## src/rtl/vga_frame_receiver.sv

```systemverilog
// vga_frame_receiver: sink side of the on-board VGA controller. Samples HS/VS/colour,
// regenerates pixel coordinates from the sync edges, checks sync timing against the
// configured raster (640x480 by default), and reports lock and timing errors.
// Optional per-frame CRC-16-CCITT of the visible pixels when VGA_RX_CRC_EN is defined;
// without it FRAME_CRC is tied to zero and no CRC logic is built.
//
// state  | meaning
// SEARCH | waiting for the first HS falling edge
// HSYNC  | line timing seen, waiting for a VS falling edge
// VSYNC  | frame start seen, checking one full frame before declaring lock
// LOCK   | tracking a valid frame, LOCKED=1
module vga_frame_receiver #(
   parameter int H_VIS = 640,
   parameter int H_FP  = 16,
   parameter int H_SW  = 96,
   parameter int H_BP  = 48,
   parameter int V_VIS = 480,
   parameter int V_FP  = 10,
   parameter int V_SW  = 2,
   parameter int V_BP  = 33
) (
   input  logic        CLK,
   input  logic        RST,
   input  logic        PIX_TICK,
   input  logic        HS,
   input  logic        VS,
   input  logic [11:0] COLOR_IN,
   output logic        LOCKED,
   output logic [9:0]  RX_X,
   output logic [9:0]  RX_Y,
   output logic        RX_VALID,
   output logic [11:0] RX_COLOR,
   output logic        FRAME_DONE,
   output logic        H_ERR,
   output logic        V_ERR,
   output logic [7:0]  ERR_CNT,
   output logic [15:0] FRAME_CRC
);

   localparam int          H_TOT    = H_VIS + H_FP + H_SW + H_BP;
   localparam int          V_TOT    = V_VIS + V_FP + V_SW + V_BP;
   localparam logic [9:0]  H_LAST   = 10'(H_TOT - 1);
   localparam logic [9:0]  V_LAST   = 10'(V_TOT - 1);
   localparam logic [9:0]  H_SYNC_X = 10'(H_VIS + H_FP);
   localparam logic [9:0]  V_SYNC_Y = 10'(V_VIS + V_FP);
   localparam logic [9:0]  H_VIS_C  = 10'(H_VIS);
   localparam logic [9:0]  V_VIS_C  = 10'(V_VIS);
   localparam logic [10:0] H_SW_C   = 11'(H_SW);
   localparam logic [10:0] V_SW_C   = 11'(V_SW);

   typedef enum logic [1:0] {SEARCH, HSYNC, VSYNC, LOCK} state_t;

   state_t      state, state_nx;
   logic        hs_prev, vs_prev;
   logic        hs_fall, hs_rise, vs_fall, vs_rise;
   logic        h_wrap, checking;
   logic [9:0]  h_pred, v_pred, h_nx, v_nx;
   logic [10:0] hs_w, hs_w_nx;
   logic [9:0]  vs_w, vs_w_nx;
   logic [10:0] vs_rise_w;
   logic        h_err_nx, v_err_nx, valid_nx;
   logic [8:0]  err_sum;
   logic [7:0]  err_nx;

   // Edge detection, free-running coordinate prediction, sync checks and next state.
   always_comb begin
      hs_fall   = hs_prev & ~HS;
      hs_rise   = ~hs_prev & HS;
      vs_fall   = vs_prev & ~VS;
      vs_rise   = ~vs_prev & VS;
      h_wrap    = (RX_X == H_LAST);
      h_pred    = h_wrap ? 10'd0 : RX_X + 10'd1;
      v_pred    = RX_Y;
      if (h_wrap)
         v_pred = (RX_Y == V_LAST) ? 10'd0 : RX_Y + 10'd1;
      h_nx      = hs_fall ? H_SYNC_X : h_pred;
      v_nx      = vs_fall ? V_SYNC_Y : v_pred;

      // HS width in ticks, including the falling-edge sample; held once HS is high.
      hs_w_nx   = hs_w;
      if (hs_fall)
         hs_w_nx = 11'd1;
      else if (!HS && hs_w != 11'h7FF)
         hs_w_nx = hs_w + 11'd1;

      // VS width in completed lines; the line ending on the rise tick still counts.
      vs_w_nx   = vs_w;
      if (vs_fall)
         vs_w_nx = 10'd0;
      else if (!VS && h_wrap && vs_w != 10'h3FF)
         vs_w_nx = vs_w + 10'd1;
      vs_rise_w = {1'b0, vs_w} + 11'(h_wrap);

      checking  = (state == VSYNC) || (state == LOCK);
      h_err_nx  = checking && ((hs_fall && h_pred != H_SYNC_X) ||
                               (hs_rise && hs_w != H_SW_C));
      v_err_nx  = checking && ((vs_fall && v_pred != V_SYNC_Y) ||
                               (vs_rise && vs_rise_w != V_SW_C));

      state_nx  = state;
      case (state)
         SEARCH: if (hs_fall) state_nx = HSYNC;
         HSYNC:  if (vs_fall) state_nx = VSYNC;
         VSYNC:  if (h_err_nx || v_err_nx) state_nx = SEARCH;
                 else if (vs_fall)         state_nx = LOCK;
         LOCK:   if (h_err_nx || v_err_nx) state_nx = SEARCH;
         default: state_nx = SEARCH;
      endcase

      valid_nx  = (state_nx == LOCK) && (h_nx < H_VIS_C) && (v_nx < V_VIS_C);
      err_sum   = {1'b0, ERR_CNT} + 9'(h_err_nx) + 9'(v_err_nx);
      err_nx    = err_sum[8] ? 8'hFF : err_sum[7:0];
   end

   // Tick-qualified register update; pulse outputs drop on any non-tick edge.
   always_ff @(posedge CLK) begin
      if (RST) begin
         state      <= SEARCH;
         hs_prev    <= 1'b0;
         vs_prev    <= 1'b0;
         hs_w       <= '0;
         vs_w       <= '0;
         LOCKED     <= 1'b0;
         RX_X       <= '0;
         RX_Y       <= '0;
         RX_VALID   <= 1'b0;
         RX_COLOR   <= '0;
         FRAME_DONE <= 1'b0;
         H_ERR      <= 1'b0;
         V_ERR      <= 1'b0;
         ERR_CNT    <= '0;
      end else if (PIX_TICK) begin
         state      <= state_nx;
         hs_prev    <= HS;
         vs_prev    <= VS;
         hs_w       <= hs_w_nx;
         vs_w       <= vs_w_nx;
         LOCKED     <= (state_nx == LOCK);
         RX_X       <= h_nx;
         RX_Y       <= v_nx;
         RX_VALID   <= valid_nx;
         RX_COLOR   <= COLOR_IN;
         FRAME_DONE <= vs_fall && (state == LOCK);
         H_ERR      <= h_err_nx;
         V_ERR      <= v_err_nx;
         ERR_CNT    <= err_nx;
      end else begin
         FRAME_DONE <= 1'b0;
         H_ERR      <= 1'b0;
         V_ERR      <= 1'b0;
      end
   end

`ifdef VGA_RX_CRC_EN
   logic [15:0] crc, crc_base;
   logic        frame_ok;

   function automatic logic [15:0] crc_step(input logic [15:0] c, input logic [11:0] d);
      logic [15:0] r;
      r = c;
      for (int i = 11; i >= 0; i--)
         r = (r[15] ^ d[i]) ? ({r[14:0], 1'b0} ^ 16'h1021) : {r[14:0], 1'b0};
      return r;
   endfunction

   // The VS fall closes a frame: restart from the init value for the next one.
   always_comb crc_base = vs_fall ? 16'hFFFF : crc;

   // Running CRC over visible locked pixels; publish only frames that stayed locked.
   always_ff @(posedge CLK) begin
      if (RST) begin
         crc       <= 16'hFFFF;
         frame_ok  <= 1'b0;
         FRAME_CRC <= '0;
      end else if (PIX_TICK) begin
         if (vs_fall) begin
            if (frame_ok && state_nx == LOCK)
               FRAME_CRC <= crc;
            frame_ok <= (state_nx == LOCK);
         end else begin
            frame_ok <= frame_ok && (state_nx == LOCK);
         end
         crc <= valid_nx ? crc_step(crc_base, COLOR_IN) : crc_base;
      end
   end
`else
   assign FRAME_CRC = '0;
`endif

endmodule
```

## config.mk

```make
export PLATFORM = sky130hd
export DESIGN_NAME = vga_frame_receiver
export DESIGN_NICKNAME = d
export VERILOG_FILES = /design/src/rtl/vga_frame_receiver.sv
export SDC_FILE = /design/constraint.sdc
export NUM_CORES = 1
export LEC_CHECK = 0
export ABC_AREA = 0
export CORE_MARGIN = 2
export CORE_UTILIZATION = 47
export DETAILED_ROUTE_END_ITERATION = 7
export PLACE_DENSITY = 0.77
export SETUP_SLACK_MARGIN = 0.02
export SYNTH_ARGS = -nofsm -noshare
export SYNTH_HDL_FRONTEND = slang
export SYNTH_SLANG_ARGS = --single-unit
```

## constraint.sdc

```tcl
create_clock -name CLK -period 4.05 [get_ports CLK]
set_clock_uncertainty 0.05 [all_clocks]
set_input_delay 0.6075 -clock CLK [delete_from_list [all_inputs] [get_ports CLK]]
set_output_delay 0.6075 -clock CLK [all_outputs]
set_load 0.005 [all_outputs]
```

==> impl_metrics.csv, run 1 <==
group,metric,value,unit
placed_design,dp_hpwl,6477,um
floorplanning,die_w,95.18,um
route,vias,3687,
critical_path,crit_path_end_kind,"flop",
floorplanning,rows,33,
power,power.clock.fraction,42.5,%
timing,max-slew-margin-rel,47.88,%
placed_design,placed_cell_area,0.004518,mm^2
critical_path,critPathCapture,"ERR_CNT[3]",
power,p_leak,1.770,nW
finish,n_fill_cell,734,
timing,slew_viol_final,0,
route,wirelength,9115,um
timing,tns,0,ps
route,antenna_left,0,
finish,finalNetCount,572,
floorplanning,initial_core_util,48.04,%
power,p_sw,0.0003389,W
global_routing,grt_pass1_wl,15080,um
route,first_iter_violations,214,
global_routing,overflow,0,
power,ir_drop,0.2263,mV
clocking,root_buffer,"clkbuf_8",
critical_path,required,4280,ps
floorplanning,die-area,0.009059,mm^2
clocking,cts_tree,"built",
clocking,ctsHoldBuffers,0,
critical_path,cp.arrival,3980,ps
power,p_seq_share,48.4,%
timing,fmax,0.2669,GHz
synthesis,synthCells,485,
critical_path,r2r-start,"RX_X[1]",
route,wire_per_inst,13.94,um
finish,drive_gt1_share,8.925,%
power,combPwrFrac,9.2,%
finish,postLayoutCellArea,0.004760,mm^2
synthesis,synth-edff-count,0,
critical_path,crit_type,"reg -> reg",
timing,fin_crit,3746,ps
timing,fin_crit_sh,92.50,%
critical_path,crit_top_cell,"and4_1",
placed_design,gp_congestion,0.9336,
timing,grt_setup_unrepaired,"no",
placed_design,port-buffer-count,61,
clocking,cts_sinks,70,
synthesis,ys_seq_area_share,35.86,%
synthesis,ys.warnings.count,0,
critical_path,cp-start-kind,"flop",
critical_path,rr_worst_depth,17,
synthesis,syn_area,0.003907,mm^2
route,viasPerCell,5.638,
synthesis,synth_ff_type,"dfxtp_1",
floorplanning,core_area,0.008134,mm^2
finish,multiInputGateArea,0.002255,mm^2
hold_path,hold_path_class,"reg -> reg",
timing,worst_pin_slew,775.8,ps
synthesis,avgSynthCellArea,8.057,um^2
finish,regArea,0.001401,mm^2
clocking,post_cts_buffers,0,
finish,syn2layout_area_growth,21.81,%
clocking,insertion_delay,350,ps
global_routing,antenna_found_initial,0,
route,dr.pass1.iters,4,
clocking,ctsResizeCount,0,
critical_path,crit_start,"RX_X[1]",
clocking,clk_pin_slew_worst_paths,70,ps
global_routing,first_global_vias,3358,
outcome,outcome,"finished clean",
finish,num_antenna_cells,0,
critical_path,r2r_slack,300,ps
clocking,clk_path_buf_depth,2,
global_routing,grt_usage,20.74,%
critical_path,cp.depth,17,
timing,hold_violations,0,
power,p_int,0.001144,W
synthesis,ys_async_sr_fraction,0,%
job,drv_cap,0,
timing,finalSetupViolations,0,
critical_path,crit_path_top_delay_cell,"or3_4",
clocking,cts_max_level,3,
power,powerDensity,311.5,mW/mm^2
global_routing,grt_max_degree,41,
clocking,cts_buffers,9,
floorplanning,ioPinCount,78,
synthesis,synthDistinctLibCells,61,
critical_path,path_cells,"ha_2 -> and4_1 -> nand3_4 -> inv_1 -> buf_4 -> and4_1 -> xor2_1 -> and4_1 -> a31oi_2 -> nand2_1 -> fa_1 -> inv_1 -> ha_1 -> and4_1 -> nand2_1 -> or3_4 -> a21oi_1",
critical_path,worst-path-max-fanout,9,
floorplanning,die_h,95.18,um
route,drc,0,
critical_path,cp_top_family,"simple AND/OR/NAND/NOR gates",
synthesis,ys_seq_elements,70,
critical_path,crit_buf_inv,3,
critical_path,reg2reg_to,"ERR_CNT[3]",
critical_path,slowest_delay,420,ps
power,p_sw_share,22.85,%
state kept, by name, summed over array words and instances (netlist names):
signal,cells
hs_w,11
state,2
ERR_CNT,8
RX_VALID,1
hs_prev,1
FRAME_DONE,1
V_ERR,1
RX_COLOR,12
RX_Y,10
vs_w,10
H_ERR,1
vs_prev,1
RX_X,10
LOCKED,1
cell type report:
type	count	share of cell area, %
clock buffers	11	3.181
flip-flops and latches	70	29.44
inverters	14	1.104
repair buffers	74	14.67
clock inverters	4	1.472
multi-input cells	376	47.37
well taps	105	2.760
routing by layer:
| metal | track usage, % | vias up | part of all wire, % |
|---|---|---|---|
| li1 | - | 1799 | - |
| met1 | 26.47 | 1734 | 46 |
| met2 | 33.39 | 140 | 46 |
| met3 | 5.771 | 14 | 7.3 |
| met4 | 7.609 | 0 | 1.5 |
| met5 | 0 | - | 0 |
power groups by stage:
stage           logic, W  clock network, W  registers [W]
6_report        0.000136          0.000629       0.000717
5_1_grt         0.000151          0.000679       0.000719
4_1_cts         0.000136          0.000644       0.000717
3_5_place_dp    0.000135                 0       0.000732
3_3_place_gp    0.000133                 0       0.000732
2_1_floorplan  0.0000841                 0       0.000732
how the worst min path moves through the flow:
stage                         from       end  slack [ps]  cells past startpoint
final                     RX_VALID  RX_VALID         410                      2
after global routing      RX_VALID  RX_VALID         430                      2
after CTS                 RX_VALID  RX_VALID         410                      2
after detailed placement  RX_VALID  RX_VALID         400                      2
after global placement    RX_VALID  RX_VALID         390                      2
after floorplan           hs_w[10]  hs_w[10]         380                      2
placed cells by master (no fill, tap or decap), types with 3 or more instances in the layout:
cell             count
a211oi_1             6
a21o_1               3
a21oi_1             33
a311oi_1             4
a31oi_1              5
and2_2               4
and3_1               7
and4_1               5
buf_4               13
clkbuf_8            11
clkdlybuf4s50_1     59
conb_1              16
dfxtp_1             70
ha_1                 8
inv_1               14
mux2i_1             17
nand2_1             39
nand2b_1             6
nand3_1             21
nand4_1             13
nor2_1              73
nor2b_1              3
nor3_1              14
nor3b_1              4
nor4_1               3
o21ai_0             24
o221ai_1             3
or3_1                8
xnor2_1              7
xor2_1              14
metrics by stage:
step	setup slack [ps]	hold slack, ps	total power, W	instances	util, %
after CTS	192.4	413.3	0.001497	654	58.27
after floorplan	162.6	383.5	0.0008162	500	-
final	303.8	406.6	0.001483	654	58.51
after global routing	42.29	433.0	0.001549	654	58.51
after detailed placement	201.6	400.3	0.0008670	639	55.55
after global placement	365.3	390.9	0.0008641	639	55.55
synthesized netlist by cell type (13+ instances only):
master    n  area [um^2]
xor2_1   14        122.6
nor2_1   73        274.0
nor3_1   14        70.07
a21oi_1  33        165.2
nand3_1  21        105.1
o21ai_0  24        120.1
nand2_1  39        146.4
inv_1    14        52.55
dfxtp_1  70         1401
nand4_1  13        81.33
buf_4    17        127.6
mux2i_1  17        170.2
cell families after synthesis:
kind of cell,synth area share [%]
AOI/OAI and AO/OA,15.24
DFF,35.86
adders and majority gates,3.394
xor gates and xnor gates,4.707
other,0.09597
muxes,4.355
and+or+nand+nor,27.95
buffers and inverters,8.389
worst register-to-register path, delay by kind of cell (launching register included):
family          cells  cell delay (ps)
compound gates      2              340
xor+xnor            1               80
fa+ha+maj           3              740
buf+inv             3              420
flops               1              340
simple gates        8             1710
(Power assumes the default switching activity.)
==> run 2: changes to the inputs <==
--- a/config.mk
+++ b/config.mk
@@ -6,6 +6,7 @@
 export NUM_CORES = 1
 export LEC_CHECK = 0
 export ABC_AREA = 0
+export ABC_CLOCK_PERIOD_IN_PS = 4050
 export CORE_MARGIN = 2
 export CORE_UTILIZATION = 47
 export DETAILED_ROUTE_END_ITERATION = 7
==> results of run 2 <==
Final layout, timing and power as in run 1 (identical DEF).
==> run 3: changes to the inputs <==
--- a/config.mk
+++ b/config.mk
@@ -12,6 +12,8 @@
 export DETAILED_ROUTE_END_ITERATION = 7
 export PLACE_DENSITY = 0.77
 export SETUP_SLACK_MARGIN = 0.02
+export SKIP_LAST_GASP = 1
+export SLEW_MARGIN = 10
 export SYNTH_ARGS = -nofsm -noshare
 export SYNTH_HDL_FRONTEND = slang
 export SYNTH_SLANG_ARGS = --single-unit
==> results of run 3 <==
Final layout, timing and power as in run 1 (identical DEF).
